## src/rtl/pipe_skid_reg_if.sv

```systemverilog
// Handshake bundle for the pipe_skid_reg stage: an upstream (in_*) channel
// and a downstream (out_*) channel, each a valid/ready/data triple.
//
// Valid/ready rule for both channels: a transfer happens on a rising clk edge
// exactly when valid and ready are both 1 before that edge. Once valid is
// asserted, the producer holds valid and data stable until the transfer.
// Ready may change freely and never depends combinationally on valid.
interface pipe_skid_reg_if #(
    parameter int DATA_W = 32
);
    logic              in_valid;
    logic              in_ready;
    logic [DATA_W-1:0] in_data;
    logic              out_valid;
    logic              out_ready;
    logic [DATA_W-1:0] out_data;

    // Environment side: drives upstream payload and downstream ready.
    modport master (
        output in_valid,
        output in_data,
        output out_ready,
        input  in_ready,
        input  out_valid,
        input  out_data
    );

    // Stage side: accepts upstream payload and presents it downstream.
    modport slave (
        input  in_valid,
        input  in_data,
        input  out_ready,
        output in_ready,
        output out_valid,
        output out_data
    );
endinterface

```

## src/rtl/pipe_skid_reg.sv

```systemverilog
// Pipeline register with a single skid entry (ID/EX style stage).
// All outputs toward the bus are registered. When the stage is empty it
// presents NOP_VALUE so the downstream never sees a stale payload.
// bubble_cnt counts cycles in which downstream was ready but got no entry.
module pipe_skid_reg #(
    parameter int                DATA_W    = 32,
    parameter logic [DATA_W-1:0] NOP_VALUE = '0,
    parameter int                CNT_W     = 16
) (
    input  logic             clk,
    input  logic             rst,
    input  logic             flush,
    pipe_skid_reg_if.slave   bus,
    output logic [CNT_W-1:0] bubble_cnt,
    output logic [1:0]       dbg_state
);

    typedef enum logic [1:0] {
        EMPTY = 2'd0,
        FULL  = 2'd1,
        SKID  = 2'd2
    } state_t;

    state_t            state;
    logic [DATA_W-1:0] main_q;
    logic [DATA_W-1:0] skid_q;
    logic              out_valid_q;
    logic              in_ready_q;

    logic              in_fire;
    logic              out_fire;

    // Both handshakes are judged on the registered ready/valid seen before the edge.
    assign in_fire  = bus.in_valid & in_ready_q;
    assign out_fire = out_valid_q & bus.out_ready;

    assign bus.in_ready  = in_ready_q;
    assign bus.out_valid = out_valid_q;
    assign bus.out_data  = main_q;
    assign dbg_state     = state;

    // Stage FSM: main_q is the output register and holds NOP_VALUE while empty.
    always_ff @(posedge clk) begin
        if (rst) begin
            state       <= EMPTY;
            main_q      <= NOP_VALUE;
            skid_q      <= NOP_VALUE;
            out_valid_q <= 1'b0;
            in_ready_q  <= 1'b1;
        end else if (flush) begin
            // Redirect: drop both entries; any coincident in_fire is lost too.
            state       <= EMPTY;
            main_q      <= NOP_VALUE;
            skid_q      <= NOP_VALUE;
            out_valid_q <= 1'b0;
            in_ready_q  <= 1'b1;
        end else begin
            case (state)
                EMPTY: begin
                    if (in_fire) begin
                        state       <= FULL;
                        main_q      <= bus.in_data;
                        out_valid_q <= 1'b1;
                        in_ready_q  <= 1'b1;
                    end
                end
                FULL: begin
                    if (in_fire && out_fire) begin
                        main_q <= bus.in_data;
                    end else if (in_fire) begin
                        // Downstream stalled: park the new entry and stop upstream.
                        state      <= SKID;
                        skid_q     <= bus.in_data;
                        in_ready_q <= 1'b0;
                    end else if (out_fire) begin
                        state       <= EMPTY;
                        main_q      <= NOP_VALUE;
                        out_valid_q <= 1'b0;
                    end
                end
                SKID: begin
                    if (out_fire) begin
                        state      <= FULL;
                        main_q     <= skid_q;
                        skid_q     <= NOP_VALUE;
                        in_ready_q <= 1'b1;
                    end
                end
                default: begin
                    state       <= EMPTY;
                    main_q      <= NOP_VALUE;
                    skid_q      <= NOP_VALUE;
                    out_valid_q <= 1'b0;
                    in_ready_q  <= 1'b1;
                end
            endcase
        end
    end

    // Saturating count of bubbles offered to a ready downstream; flush does not touch it.
    always_ff @(posedge clk) begin
        if (rst) begin
            bubble_cnt <= '0;
        end else if (!out_valid_q && bus.out_ready && (bubble_cnt != {CNT_W{1'b1}})) begin
            bubble_cnt <= bubble_cnt + {{(CNT_W-1){1'b0}}, 1'b1};
        end
    end

endmodule

```

## src/flat_wrapper.sv

```systemverilog
// flat-port wrapper written by rule: the top's interface ports become plain ports
module pipe_skid_reg_flat 
#(
    parameter int                DATA_W    = 32,
    parameter logic [DATA_W-1:0] NOP_VALUE = '0,
    parameter int                CNT_W     = 16
)
  (clk, rst, flush, bubble_cnt, dbg_state, bus_in_valid, bus_in_data, bus_out_ready, bus_in_ready, bus_out_valid, bus_out_data);
  pipe_skid_reg_if #(.DATA_W(DATA_W)) bus_i ();
  input  logic clk;
  input  logic rst;
  input  logic flush;
  output logic [CNT_W-1:0] bubble_cnt;
  output logic [1:0] dbg_state;
  input wire logic [$bits(bus_i.in_valid)-1:0] bus_in_valid;
  input wire logic [$bits(bus_i.in_data)-1:0] bus_in_data;
  input wire logic [$bits(bus_i.out_ready)-1:0] bus_out_ready;
  output wire logic [$bits(bus_i.in_ready)-1:0] bus_in_ready;
  output wire logic [$bits(bus_i.out_valid)-1:0] bus_out_valid;
  output wire logic [$bits(bus_i.out_data)-1:0] bus_out_data;
  assign bus_i.in_valid = bus_in_valid;
  assign bus_i.in_data = bus_in_data;
  assign bus_i.out_ready = bus_out_ready;
  assign bus_in_ready = bus_i.in_ready;
  assign bus_out_valid = bus_i.out_valid;
  assign bus_out_data = bus_i.out_data;
  pipe_skid_reg #(.DATA_W(DATA_W), .NOP_VALUE(NOP_VALUE), .CNT_W(CNT_W)) u_core (.clk(clk), .rst(rst), .flush(flush), .bus(bus_i), .bubble_cnt(bubble_cnt), .dbg_state(dbg_state));
endmodule
```

## config.mk

```make
export PLATFORM = sky130hd
export DESIGN_NAME = pipe_skid_reg_flat
export DESIGN_NICKNAME = d
export VERILOG_FILES = /design/src/rtl/pipe_skid_reg_if.sv /design/src/rtl/pipe_skid_reg.sv /design/src/flat_wrapper.sv
export SDC_FILE = /design/constraint.sdc
export NUM_CORES = 1
export LEC_CHECK = 0
export CORE_UTILIZATION = 31
export CTS_CLUSTER_DIAMETER = 60
export DETAILED_ROUTE_END_ITERATION = 12
export GPL_TIMING_DRIVEN = 0
export SLEW_MARGIN = 20
export SYNTH_ARGS = -nofsm -noshare
export SYNTH_HDL_FRONTEND = slang
export SYNTH_SLANG_ARGS = --single-unit
```

## constraint.sdc

```tcl
create_clock -name clk -period 5.2 [get_ports clk]
set_input_delay 0.52 -clock clk [delete_from_list [all_inputs] [get_ports clk]]
set_output_delay 0.52 -clock clk [all_outputs]
set_load 0.05 [all_outputs]
```

==> results.py <==
metrics = {
    "floorplanning": {
        "core_um2": 12210,
        "num_rows": 40,
        "die-area_um2": 13230,
        "fp.dieW_um": 115.0,
        "die_h_um": 115.0,
        "ios": 89,
        "start_util_pct": 32.43,
    },
    "routing": {
        "drtPass1Iterations": 5,
        "drc_errors": 0,
        "drtAntennaViolNets": 0,
        "vias": 3907,
        "via_per_inst": 5.503,
        "drtIter0Drc": 305,
        "wl_per_cell_um": 16.73,
        "finalWirelength_um": 11880,
    },
    "power": {
        "finalPower_mw": 1.502,
        "vdd_drop_max_mv": 0.1275,
        "p_switching_uw": 403.1,
        "p_clk_share_pct": 41.1,
        "p_leak_nw": 1.655,
        "sequentialPowerShare_pct": 44.4,
        "power_per_cell_area_nw_per_um2": 281.3,
        "combPwrFrac_pct": 14.5,
        "internal-power_mw": 1.099,
        "swShare_pct": 26.83,
    },
    "layout": {
        "fillers": 1241,
        "area_growth_pct": 34.85,
        "drive_gt1_share_pct": 4.797,
        "num_antenna_cells": 0,
        "final_cell_mix": "clkdlybuf4s50_1 (88), dfxtp_1 (84), a21oi_1 (45)",
        "nNetsFinal": 575,
        "multi_input_area_um2": 2090,
        "finalInstanceArea_um2": 5340,
        "regArea_um2": 1682,
        "final_util_pct": 43.73,
        "final_common_cell": "clkdlybuf4s50_1",
    },
    "setup_path": {
        "r2r_cells": 5,
        "r2r_start": "u_core.bus.out_valid",
        "reg2reg_to": "u_core.bus.out_data[17]",
        "cp.arrival_ns": 2.70,
        "crit_required_ns": 5.48,
        "critical_path.slowest_cell": "clkdlybuf4s50_1",
        "endpoint_kind": "register",
        "rrSetupSlack_ns": 3.06,
        "endpoint": "u_core.bus.out_data[17]",
        "path_max_fanout": 10,
        "worstSetupStartpoint": "bus_out_ready",
        "start_kind": "primary input",
        "path_class": "in2reg",
        "critPathMaxStageDelay_ns": 0.59,
        "path_cells": "clkdlybuf4s50_1, nand2_1, nor3_1, clkbuf_1, o2bb2ai_1, a22o_1",
    },
    "placement": {
        "dp_hpwl_um": 8447,
        "port_buffers": 88,
        "place_congestion": 0.8228,
        "dpl_cell_area_um2": 5051,
    },
    "sta": {
        "timing.final.crit_share_pct": 46.62,
        "hold_viol_final": 0,
        "final.setup_skew_ns": 0.005827,
        "setup_violations": 0,
        "fin_tns_setup_ns": 0,
        "fmaxAchievable_mhz": 412.5,
        "tightest_slew_ns": 0.7065,
        "grt_setup_unrepaired": "no",
        "slew_violations": 0,
        "slew-limit-headroom_pct": 52.53,
        "min_period_ns": 2.424,
        "holdWs_ns": 0.4762,
    },
    "clocking": {
        "post_cts_buffers": 0,
        "htreeDepth": 3,
        "cts_resized": 0,
        "ctsHoldBuffers": 0,
        "clock_sinks": 84,
        "cts.path.max_buffers": 2,
        "cts.clk_slew.worst_paths_ns": 0.06,
        "cts_tree": "yes",
        "clk_latency_ns": 0.33,
        "cts_made_buffers": 9,
        "cts_root_buf": "clkbuf_16",
    },
    "grt": {
        "grt_start_max_net_pins": 14,
        "gr-total-overflow": 0,
        "first_global_vias": 3872,
        "grtUsageTotal_pct": 18.68,
        "grt_pass1_wl_um": 19400,
        "antenna_found_initial": 0,
    },
    "synthesis": {
        "avgSynthCellArea_um2": 9.041,
        "synth_top_area_share_pct": 42.46,
        "synthCells": 438,
        "synth_ff_type": "dfxtp_1",
        "yosysUniqueCellTypes": 48,
        "seq_area_frac_synth_pct": 42.46,
        "yosysWarnings": 0,
        "syn-num-nets": 476,
        "syn-cell-area_um2": 3960,
        "yosys.area.top_type": "dfxtp_1",
        "synthArstFlopShare_pct": 0,
        "synth_area_leaders": "dfxtp_1 (42%), nand4b_1 (7.1%), o2bb2ai_1 (7.1%), a22o_1 (6.9%), a22oi_1 (6.1%)",
        "ys_ff_latch": 84,
        "synth-edff-count": 0,
    },
    "run_status": {
        "status": "complete, no violations",
    },
    "flow_run": {
        "max-cap-violations": 0,
    },
    "min_path": {
        "min_path_type": "reg2reg",
        "min_from": "u_core.skid_q[24]",
    },
}
-- cell type report --
| type | instances | share of cell area [%] |
|---|---|---|
| inverter | 4 | 0.2812 |
| sequential | 84 | 31.49 |
| buffer | 46 | 3.257 |
| clock buffer | 12 | 4.991 |
| timing repair buffer | 88 | 16.49 |
| tap | 168 | 3.936 |
| clock inverter | 4 | 0.4217 |
| multi-input combinational | 304 | 39.13 |
-- per-layer routing --
metal / vias up / wire length [µm] / GRT usage, %
met5: - / 0 / 0
met4: 0 / 145 / 5.974
met3: 14 / 656 / 4.059
met2: 122 / 5313 / 29.40
met1: 1860 / 5765 / 25.41
li1: 1911 / - / -
-- power groups by stage --
stage / registers [mW] / logic [mW] / clock network, mW
floorplan: 0.721 / 0.0839 / 0
CTS: 0.667 / 0.217 / 0.630
global placement: 0.681 / 0.214 / 0
detailed placement: 0.681 / 0.216 / 0
finish: 0.667 / 0.217 / 0.618
global route: 0.669 / 0.234 / 0.665
-- flip-flops by register name, summed over array words and instances, names as in the netlist --
| name | cells |
|---|---|
| u_core.bus.out_valid | 1 |
| u_core.bubble_cnt | 16 |
| u_core.bus.out_data | 32 |
| u_core.skid_q | 32 |
| u_core.bus.in_ready | 1 |
| u_core.dbg_state | 2 |
-- cells by family (layout without fill, tap and decap cells) --
| family | count (synthesis) | in the layout | share of synthesized area, % |
|---|---|---|---|
| xor+xnor | 1 | 1 | 0.2212 |
| flops | 84 | 84 | 42.46 |
| compound gates | 193 | 193 | 33.56 |
| mux | 3 | 3 | 0.8215 |
| buf+inv | 50 | 154 | 4.771 |
| fa+ha+maj | 1 | 1 | 0.3159 |
| simple gates | 106 | 106 | 17.85 |
-- critical path: cells and delay by family --
kind                   cells  cell delay, ns
buffers and inverters      2            1.08
AOI/OAI and AO/OA          2            0.34
and+or+nand+nor            2            0.75
-- Yosys cell counts, drive strengths merged, types with 2 or more instances --
| library cell | count |
|---|---|
| dfxtp | 84 |
| nand4b | 32 |
| and3 | 3 |
| a22oi | 32 |
| o41ai | 2 |
| mux2 | 2 |
| a21oi | 45 |
| nor2b | 7 |
| o31ai | 2 |
| inv | 4 |
| nand4 | 6 |
| clkbuf | 42 |
| a22o | 31 |
| nand3 | 6 |
| o2bb2ai | 32 |
| and2 | 2 |
| o21ai | 39 |
| or3 | 4 |
| or4 | 3 |
| nor4 | 5 |
| nor3 | 6 |
| or2 | 2 |
| nor2 | 13 |
| nand2b | 2 |
| nand2 | 10 |
| buf | 4 |
-- how the worst min path moves through the flow --
stage / depth (start not counted) / slack (ns) / end
final: 2 / 0.48 / u_core.skid_q[24]
after global routing: 2 / 0.49 / u_core.skid_q[7]
after CTS: 2 / 0.48 / u_core.skid_q[9]
after detailed placement: 1 / 0.46 / u_core.bus.out_data[19]
after global placement: 2 / 0.46 / u_core.skid_q[14]
after floorplan: 2 / 0.45 / u_core.skid_q[10]
-- through the flow --
step	worst slack (ns)	cells
finish	2.776	710
global route	2.535	710
CTS	2.767	710
detailed placement	2.413	694
global placement	2.428	694
floorplan	3.026	438
Note: power is estimated with default switching activity, not from simulation.
